$ cat src/rtl/hsem_task_queue.sv
// hsem_task_queue: NUM_CH independent task FIFOs, each DEPTH entries of DATA_W bits.
// AHB writes push into the channel selected by ch_sel. Each core pops its own channel.
// Per-channel head word, valid, occupancy, sticky overflow and a new-task pulse are exported.
module hsem_task_queue #(
  parameter int NUM_CH = 4,
  parameter int DATA_W = 32,
  parameter int DEPTH  = 4,
  localparam int CH_W  = $clog2(NUM_CH),
  localparam int PTR_W = $clog2(DEPTH),
  localparam int CNT_W = PTR_W + 1
) (
  input  logic                     hclk,
  input  logic                     hreset,
  input  logic                     wr_en,
  input  logic                     task_en,
  input  logic [CH_W-1:0]          ch_sel,
  input  logic [DATA_W-1:0]        ihwdata,
  input  logic [NUM_CH-1:0]        pop,
  input  logic [NUM_CH-1:0]        clr,
  output logic [NUM_CH*DATA_W-1:0] tsk_stat,
  output logic [NUM_CH-1:0]        tsk_vld,
  output logic [NUM_CH*CNT_W-1:0]  tsk_cnt,
  output logic [NUM_CH-1:0]        ovf,
  output logic [NUM_CH-1:0]        irq
);

  logic push;
  assign push = task_en & wr_en;

  genvar gi;
  generate
    for (gi = 0; gi < NUM_CH; gi++) begin : g_ch
      logic [DATA_W-1:0] mem_reg [DEPTH];
      logic [PTR_W-1:0]  wp_reg;
      logic [PTR_W-1:0]  rp_reg;
      logic [CNT_W-1:0]  cnt_reg;
      logic              ovf_reg;
      logic              vld_q_reg;
      logic              push_hit;
      logic              pop_ok;
      logic              full;
      logic              wr_ok;
      logic              drop;

      // A pop on an empty channel is ignored. A full channel still takes a push
      // when a pop frees a slot in the same cycle.
      assign push_hit = push && (ch_sel == CH_W'(gi));
      assign pop_ok   = pop[gi] && (cnt_reg != '0);
      assign full     = (cnt_reg == CNT_W'(DEPTH));
      assign wr_ok    = push_hit && (!full || pop_ok);
      assign drop     = push_hit && full && !pop_ok;

      // Storage array: no reset, because contents are masked whenever cnt is 0.
      always_ff @(posedge hclk) begin
        if (wr_ok && !clr[gi]) begin
          mem_reg[wp_reg] <= ihwdata;
        end
      end

      // Pointer, count and sticky flag update. Flush overrides push and pop.
      always_ff @(posedge hclk) begin
        if (hreset) begin
          wp_reg    <= '0;
          rp_reg    <= '0;
          cnt_reg   <= '0;
          ovf_reg   <= 1'b0;
          vld_q_reg <= 1'b0;
        end else begin
          vld_q_reg <= tsk_vld[gi];
          if (clr[gi]) begin
            wp_reg  <= '0;
            rp_reg  <= '0;
            cnt_reg <= '0;
            ovf_reg <= 1'b0;
          end else begin
            if (wr_ok) begin
              wp_reg <= wp_reg + PTR_W'(1);
            end
            if (pop_ok) begin
              rp_reg <= rp_reg + PTR_W'(1);
            end
            if (wr_ok && !pop_ok) begin
              cnt_reg <= cnt_reg + CNT_W'(1);
            end else if (pop_ok && !wr_ok) begin
              cnt_reg <= cnt_reg - CNT_W'(1);
            end
            if (drop) begin
              ovf_reg <= 1'b1;
            end
          end
        end
      end

      // Outputs depend only on registered state.
      assign tsk_vld[gi]                     = (cnt_reg != '0);
      assign tsk_stat[gi*DATA_W +: DATA_W]   = tsk_vld[gi] ? mem_reg[rp_reg] : '0;
      assign tsk_cnt[gi*CNT_W +: CNT_W]      = cnt_reg;
      assign ovf[gi]                         = ovf_reg;
      assign irq[gi]                         = tsk_vld[gi] & ~vld_q_reg;
    end
  endgenerate

endmodule

$ cat config.mk
export PLATFORM = sky130hd
export DESIGN_NAME = hsem_task_queue
export DESIGN_NICKNAME = d
export VERILOG_FILES = /design/src/rtl/hsem_task_queue.sv
export SDC_FILE = /design/constraint.sdc
export NUM_CORES = 1
export LEC_CHECK = 0
export CAP_MARGIN = 5
export CORE_MARGIN = 5
export CORE_UTILIZATION = 45
export DETAILED_ROUTE_END_ITERATION = 8
export PLACE_DENSITY = 0.67
export SLEW_MARGIN = 10
export SYNTH_ARGS = -nofsm -noshare
export SYNTH_HDL_FRONTEND = slang
export SYNTH_SLANG_ARGS = --single-unit
$ cat constraint.sdc
create_clock -name hclk -period 4.2 [get_ports hclk]
set_clock_uncertainty 0.2 [all_clocks]
set_input_delay 0.42 -clock hclk [delete_from_list [all_inputs] [get_ports hclk]]
set_output_delay 0.42 -clock hclk [all_outputs]
set_load 0.03 [all_outputs]
==> results of run 1 <==
## cells in the mapped netlist (2+ instances only)
library cell	instances	area, um^2
a21oi_1	12	60.06
a31oi_1	2	12.51
and2_1	12	75.07
buf_1	12	45.04
buf_2	5	25.02
buf_4	16	120.1
buf_6	2	22.52
clkbuf_1	15	56.30
dfxtp_1	44	880.8
edfxtp_1	512	15370
fa_1	4	80.08
ha_1	20	250.2
inv_1	18	67.56
mux2i_1	5	50.05
mux4_2	128	2883
nand2_1	8	30.03
nand4b_1	3	26.28
nor2_1	35	131.4
nor2b_1	128	800.8
nor3_1	3	15.01
nor3_2	4	40.04
nor3b_1	4	30.03
nor4b_2	4	60.06
o211ai_1	2	15.01
o21ai_0	12	60.06
o31ai_1	6	45.04
or2_2	4	25.02
or3_1	11	68.82
xor2_1	12	105.1
## critical path, delay by kind of cell (launching register included)
family	cells	cell delay (ps)
buf+inv	2	930
simple gates	1	170
mux	1	540
flops	1	640
## path summary, 6_finish.rpt
check                                     endpoint  slack [ps]               start
worst max-delay path                  tsk_stat[47]         670           flip-flop
worst max register to register  g_ch[0].cnt_reg[2]        1530  g_ch[0].cnt_reg[0]
worst min register to register           flip-flop         270   g_ch[1].rp_reg[1]
worst min-delay path                     flip-flop         270   g_ch[1].rp_reg[1]
## layout by cell type (no fill, tap or decap), types with 4 or more instances in the layout
master,netlist,layout
edfxtp_1,512,512
nor2b_1,128,128
clkinv_2,0,9
nor3b_2,0,4
dfxtp_1,44,36
clkbuf_1,15,8
fa_1,4,4
nor4b_2,4,4
mux2i_1,5,5
clkinv_1,0,10
buf_4,16,25
dfxtp_2,0,8
bufinv_16,0,6
or3_1,11,11
nor2_1,35,35
nand2_1,8,8
a21oi_1,12,12
and2_2,0,12
mux4_2,128,128
clkbuf_16,0,55
or2_2,4,4
ha_1,20,20
buf_12,0,6
clkdlybuf4s50_1,0,197
xor2_1,12,12
nor3_4,0,4
o31ai_1,6,6
inv_1,18,18
o21ai_0,12,12
## cell families (layout without fill, tap and decap cells)
kind of cell	after synthesis	in the layout	synth area share [%]
adders and majority gates	24	24	1.535
and+or+nand+nor	223	223	6.320
AOI/OAI and AO/OA	35	35	0.9360
DFF	556	556	75.53
buffers and inverters	68	343	1.564
xor gates and xnor gates	12	12	0.4883
muxes	133	133	13.63
## per-layer routing
layer / track usage [%] / vias up / wire length [um]
met4: 3.460 / 2 / 745
met1: 24.01 / 5659 / 19730
li1: - / 4625 / -
met5: 0 / - / 13
met3: 4.311 / 51 / 2850
met2: 32.48 / 288 / 25110
## metrics by stage
step | TNS, ps | hold WS, ps
after floorplan | -10420 | 238.0
after detailed placement | 0 | 262.7
after global placement | 0 | 258.3
final | 0 | 269.3
after global routing | 0 | 309.6
after CTS | 0 | 274.3
## layout make-up
type | instances | share of cell area, %
Inverter | 18 | 0.2583
Tap cell | 615 | 2.942
Clock inverter | 33 | 1.392
Timing Repair Buffer | 228 | 8.716
Multi-Input combinational cell | 427 | 19.08
Sequential cell | 556 | 62.19
Clock buffer | 64 | 5.429
## power by group through the flow
stage	sequential (uW)	clock (uW)	combinational [uW]
final	6080	4830	642
after global routing	6080	5180	684
after CTS	6080	4940	655
after detailed placement	6200	0	652
after global placement	6200	0	643
after floorplan	6200	0	309
==> results.sh, run 1 <==
export IMPL_outcome="finished clean"
export IMPL_grt_max_degree=38
export IMPL_crit_fanout=22
export IMPL_worstPathRequired_ps=3580
export IMPL_pre_cts_ws_ps=972.2
export IMPL_hold_path_class="flip-flop to flip-flop"
export IMPL_utilization_pct=55.01
export IMPL_cell_internal_pwr_uw=9102
export IMPL_dpl_instance_area_um2=24370
export IMPL_via_per_inst=5.474
export IMPL_setup_ws_ps=668.4
export IMPL_cts_made_buffers=54
export IMPL_cts_hold_buf=0
export IMPL_die_h_um=228.7
export IMPL_rsz0062_at_grt="no"
export IMPL_start_util_pct=45.27
export IMPL_setup_viol=0
export IMPL_clock_latency_ps=590
export IMPL_ctsLongestPathBuffers=3
export IMPL_ant_nets=0
export IMPL_design_core_area_um2=47550
export IMPL_crit_type="flip-flop to output port"
export IMPL_synth_nets=1121
export IMPL_multi_input_area_um2=4990
export IMPL_post_cts_buffers=0
export IMPL_drtIter0Drc=808
export IMPL_cts_max_level=2
export IMPL_start_kind="flip-flop"
export IMPL_max_cap_violations=0
export IMPL_worst_pin_slew_ps=785.5
export IMPL_wl_per_cell_um=24.96
export IMPL_swShare_pct=21.20
export IMPL_dp_hpwl_um=29720
export IMPL_max_slew_margin_pct=47.64
export IMPL_async_flop_share_pct=0
export IMPL_seqCellArea_um2=16270
export IMPL_die_w_um=228.7
export IMPL_fmax_mhz=283.2
export IMPL_yosysWarningCount=0
export IMPL_final_cell_area_um2=26160
export IMPL_ir_drop_v=0.0003081
export IMPL_grt_remaining_overflow=0
export IMPL_seqPwrFrac_pct=52.6
export IMPL_gp_congestion=0.7244
export IMPL_fin_cells=1941
export IMPL_placedCellCount=1844
export IMPL_powerDensity_nw_per_um2=441.6
export IMPL_final_nets=1355
export IMPL_netlist_instances=1051
export IMPL_reg2reg_depth=9
export IMPL_synth_seq_cells=556
export IMPL_cts_tree="yes"
export IMPL_p_comb_share_pct=5.6
export IMPL_cpMaxStageDelayCell="dfxtp_2"
export IMPL_clock_sinks=556
export IMPL_cts_repair_resized=0
export IMPL_cp_cell_sequence="buf_12, mux4_2, nor2b_1, clkdlybuf4s50_1"
export IMPL_leakagePower_uw=0.008152
export IMPL_synth_edf_count=512
export IMPL_crit_arrival_ps=2910
export IMPL_path_clk_slew_ps=60
export IMPL_power_switching_uw=2449
export IMPL_antenna_found_initial=1
export IMPL_dieArea_um2=52300
export IMPL_antennaDiodeCount=0
export IMPL_hold_depth=2
export IMPL_totalPowerFinal_uw=11550
export IMPL_root_buffer="clkbuf_16"
export IMPL_grt_pass1_vias=11350
export IMPL_hold_viol_final=0
export IMPL_ys_flop_type="edfxtp_1"
export IMPL_post_route_period_util_pct=84.09
export IMPL_drive_gt1_share_pct=20.66
export IMPL_yosys_cell_types_count=37
export IMPL_dr_pass1_iters=5
export IMPL_cp_end_kind="output port"
export IMPL_ios=198
export IMPL_clockPowerShare_pct=41.8
export IMPL_drcViolationCount=0
export IMPL_slowest_delay_ps=640
export IMPL_synth_seq_area_share_pct=75.53
export IMPL_finalWirelength_um=48450
export IMPL_gr_usage_all_layers_pct=18.50
export IMPL_portBuffers=197
export IMPL_synth_area_um2=21520
export IMPL_largest_reg_flops=512
export IMPL_syn_mean_instance_area_um2=20.48
export IMPL_drv_slew=0
export IMPL_area_growth_syn_to_layout_pct=21.53
export IMPL_grt_pass1_wl_um=73030
export IMPL_fill_cells=3650
export IMPL_finalCriticalPeriod_ps=3532
export IMPL_rows=80
export IMPL_num_vias=10630
(Power assumes the default switching activity.)
==> run 2, diff against run 1 <==
--- a/config.mk
+++ b/config.mk
@@ -9,7 +9,6 @@
 export CORE_MARGIN = 5
 export CORE_UTILIZATION = 45
 export DETAILED_ROUTE_END_ITERATION = 8
-export PLACE_DENSITY = 0.67
 export SLEW_MARGIN = 10
 export SYNTH_ARGS = -nofsm -noshare
 export SYNTH_HDL_FRONTEND = slang
==> constraint.sdc (replaced) <==
create_clock -name hclk -period 3.5 [get_ports hclk]
set_clock_uncertainty 0.2 [all_clocks]
set_input_delay 0.35 -clock hclk [delete_from_list [all_inputs] [get_ports hclk]]
set_output_delay 0.35 -clock hclk [all_outputs]
set_load 0.03 [all_outputs]
==> results.sh, run 2 (same netlist as run 1, synthesis figures left out) <==
export IMPL_outcome="finished clean"
export IMPL_setup_ws_ps=135.0
export IMPL_cell_internal_pwr_uw=11110
export IMPL_powerDensity_nw_per_um2=532.0
export IMPL_drcViolationCount=0
export IMPL_ant_nets=0
export IMPL_num_vias=10640
export IMPL_start_kind="flip-flop"
export IMPL_worst_pin_slew_ps=739.3
export IMPL_post_cts_buffers=0
export IMPL_path_clk_slew_ps=60
export IMPL_max_slew_margin_pct=50.55
export IMPL_grt_pass1_vias=11590
export IMPL_dp_hpwl_um=31050
export IMPL_largest_reg_flops=512
export IMPL_crit_type="flip-flop to output port"
export IMPL_grt_remaining_overflow=0
export IMPL_gp_congestion=0.7248
export IMPL_dr_pass1_iters=5
export IMPL_totalPowerFinal_uw=14060
export IMPL_clock_latency_ps=590
export IMPL_drive_gt1_share_pct=21.75
export IMPL_dpl_instance_area_um2=24580
export IMPL_finalCriticalPeriod_ps=3365
export IMPL_cts_hold_buf=0
export IMPL_ir_drop_v=0.0004253
export IMPL_final_cell_area_um2=26420
export IMPL_leakagePower_uw=0.008292
export IMPL_antennaDiodeCount=0
export IMPL_via_per_inst=5.422
export IMPL_area_growth_syn_to_layout_pct=22.78
export IMPL_pre_cts_ws_ps=347.3
export IMPL_antenna_found_initial=1
export IMPL_final_cell_mix="edfxtp_1 (512), clkdlybuf4s50_1 (197), mux4_2 (128), nor2b_1 (128), clkbuf_16 (56)"
export IMPL_gr_usage_all_layers_pct=19.05
export IMPL_hold_viol_final=0
export IMPL_grt_max_degree=38
export IMPL_finalWirelength_um=49590
export IMPL_ios=198
export IMPL_swShare_pct=21.00
export IMPL_die_h_um=228.7
export IMPL_fmax_mhz=297.2
export IMPL_crit_fanout=17
export IMPL_ctsLongestPathBuffers=3
export IMPL_design_core_area_um2=47550
export IMPL_max_cap_violations=0
export IMPL_drtIter0Drc=717
export IMPL_worstPathRequired_ps=2950
export IMPL_start_util_pct=45.27
export IMPL_cts_tree="yes"
export IMPL_rsz0062_at_grt="no"
export IMPL_rows=80
export IMPL_cp_end_kind="output port"
export IMPL_die_w_um=228.7
export IMPL_cts_made_buffers=55
export IMPL_power_switching_uw=2952
export IMPL_cts_repair_resized=0
export IMPL_post_route_period_util_pct=96.14
export IMPL_final_common_cell="edfxtp_1"
export IMPL_final_nets=1370
export IMPL_drv_slew=0
export IMPL_clockPowerShare_pct=42.5
export IMPL_hold_path_class="primary input to flip-flop"
export IMPL_wl_per_cell_um=25.27
export IMPL_crit_arrival_ps=2810
export IMPL_cts_max_level=2
export IMPL_utilization_pct=55.58
export IMPL_grt_pass1_wl_um=74960
export IMPL_p_comb_share_pct=5.6
export IMPL_seqPwrFrac_pct=51.9
export IMPL_portBuffers=197
export IMPL_clock_sinks=556
export IMPL_root_buffer="clkbuf_16"
export IMPL_dieArea_um2=52300
export IMPL_setup_viol=0
-- run 2: cell types whose count changed in the layout (fill, tap and decap cells not counted), moves of 2 or more --
cell and delta:
buf_12 +8, clkinv_2 +7, buf_4 +5, clkinv_1 +4, bufinv_16 +2, clkbuf_1 -2
clkinv_4 -2, inv_6 -2
-- run 2: metrics by stage --
stage          instances  hold WS, ps  TNS [ps]
4_1_cts             1962        248.1         0
6_report            1962        271.4         0
3_5_place_dp        1858        271.0         0
2_1_floorplan       1051        238.0   -100020
5_1_grt             1962        274.4         0
3_3_place_gp        1858        261.6         0
-- run 2: area by class of cell --
class / count / area (um^2)
clock buffer: 63 / 1438
clock inverter: 41 / 405.4
tap: 615 / 769.5
timing repair buffer: 242 / 2489
inverter: 18 / 67.56
fill: 3666 / 21120
multi-input combinational: 427 / 4990
sequential: 556 / 16270
-- run 2: power groups by stage --
stage,Clock [uW],Combinational (uW),Sequential (uW)
after detailed placement,0,797,7440
after CTS,6110,800,7300
after global routing,6380,838,7300
after global placement,0,788,7440
after floorplan,0,370,7440
final,5980,783,7300
-- run 2: worst max-delay path, cell delays in order (launching register included) --
cell             delay, ps
dfxtp_2                740
buf_4                  320
mux4_2                 220
nor2b_1                210
clkdlybuf4s50_1        730
-- run 2: path summary, 6_finish.rpt --
| kind | start | endpoint | slack, ps | cells after the start |
|---|---|---|---|---|
| worst min register to register | g_ch[0].rp_reg[1] | flip-flop | 280 | 2 |
| worst max register to register | g_ch[0].cnt_reg[0] | g_ch[0].cnt_reg[2] | 840 | 9 |
| worst max-delay path | flip-flop | tsk_stat[36] | 140 | 4 |
| worst min-delay path | hreset | g_ch[1].vld_q_reg | 270 | 3 |
-- run 2: metal layers --
| layer | vias to the layer above | share of wire (%) | track usage, % | wire, um |
|---|---|---|---|---|
| li1 | 4673 | - | - | - |
| met1 | 5612 | 43 | 25.79 | 21260 |
| met2 | 284 | 50 | 32.54 | 24940 |
| met3 | 66 | 5.0 | 3.739 | 2480 |
| met4 | 2 | 1.8 | 4.141 | 897 |
| met5 | - | 0.026 | 0 | 13 |
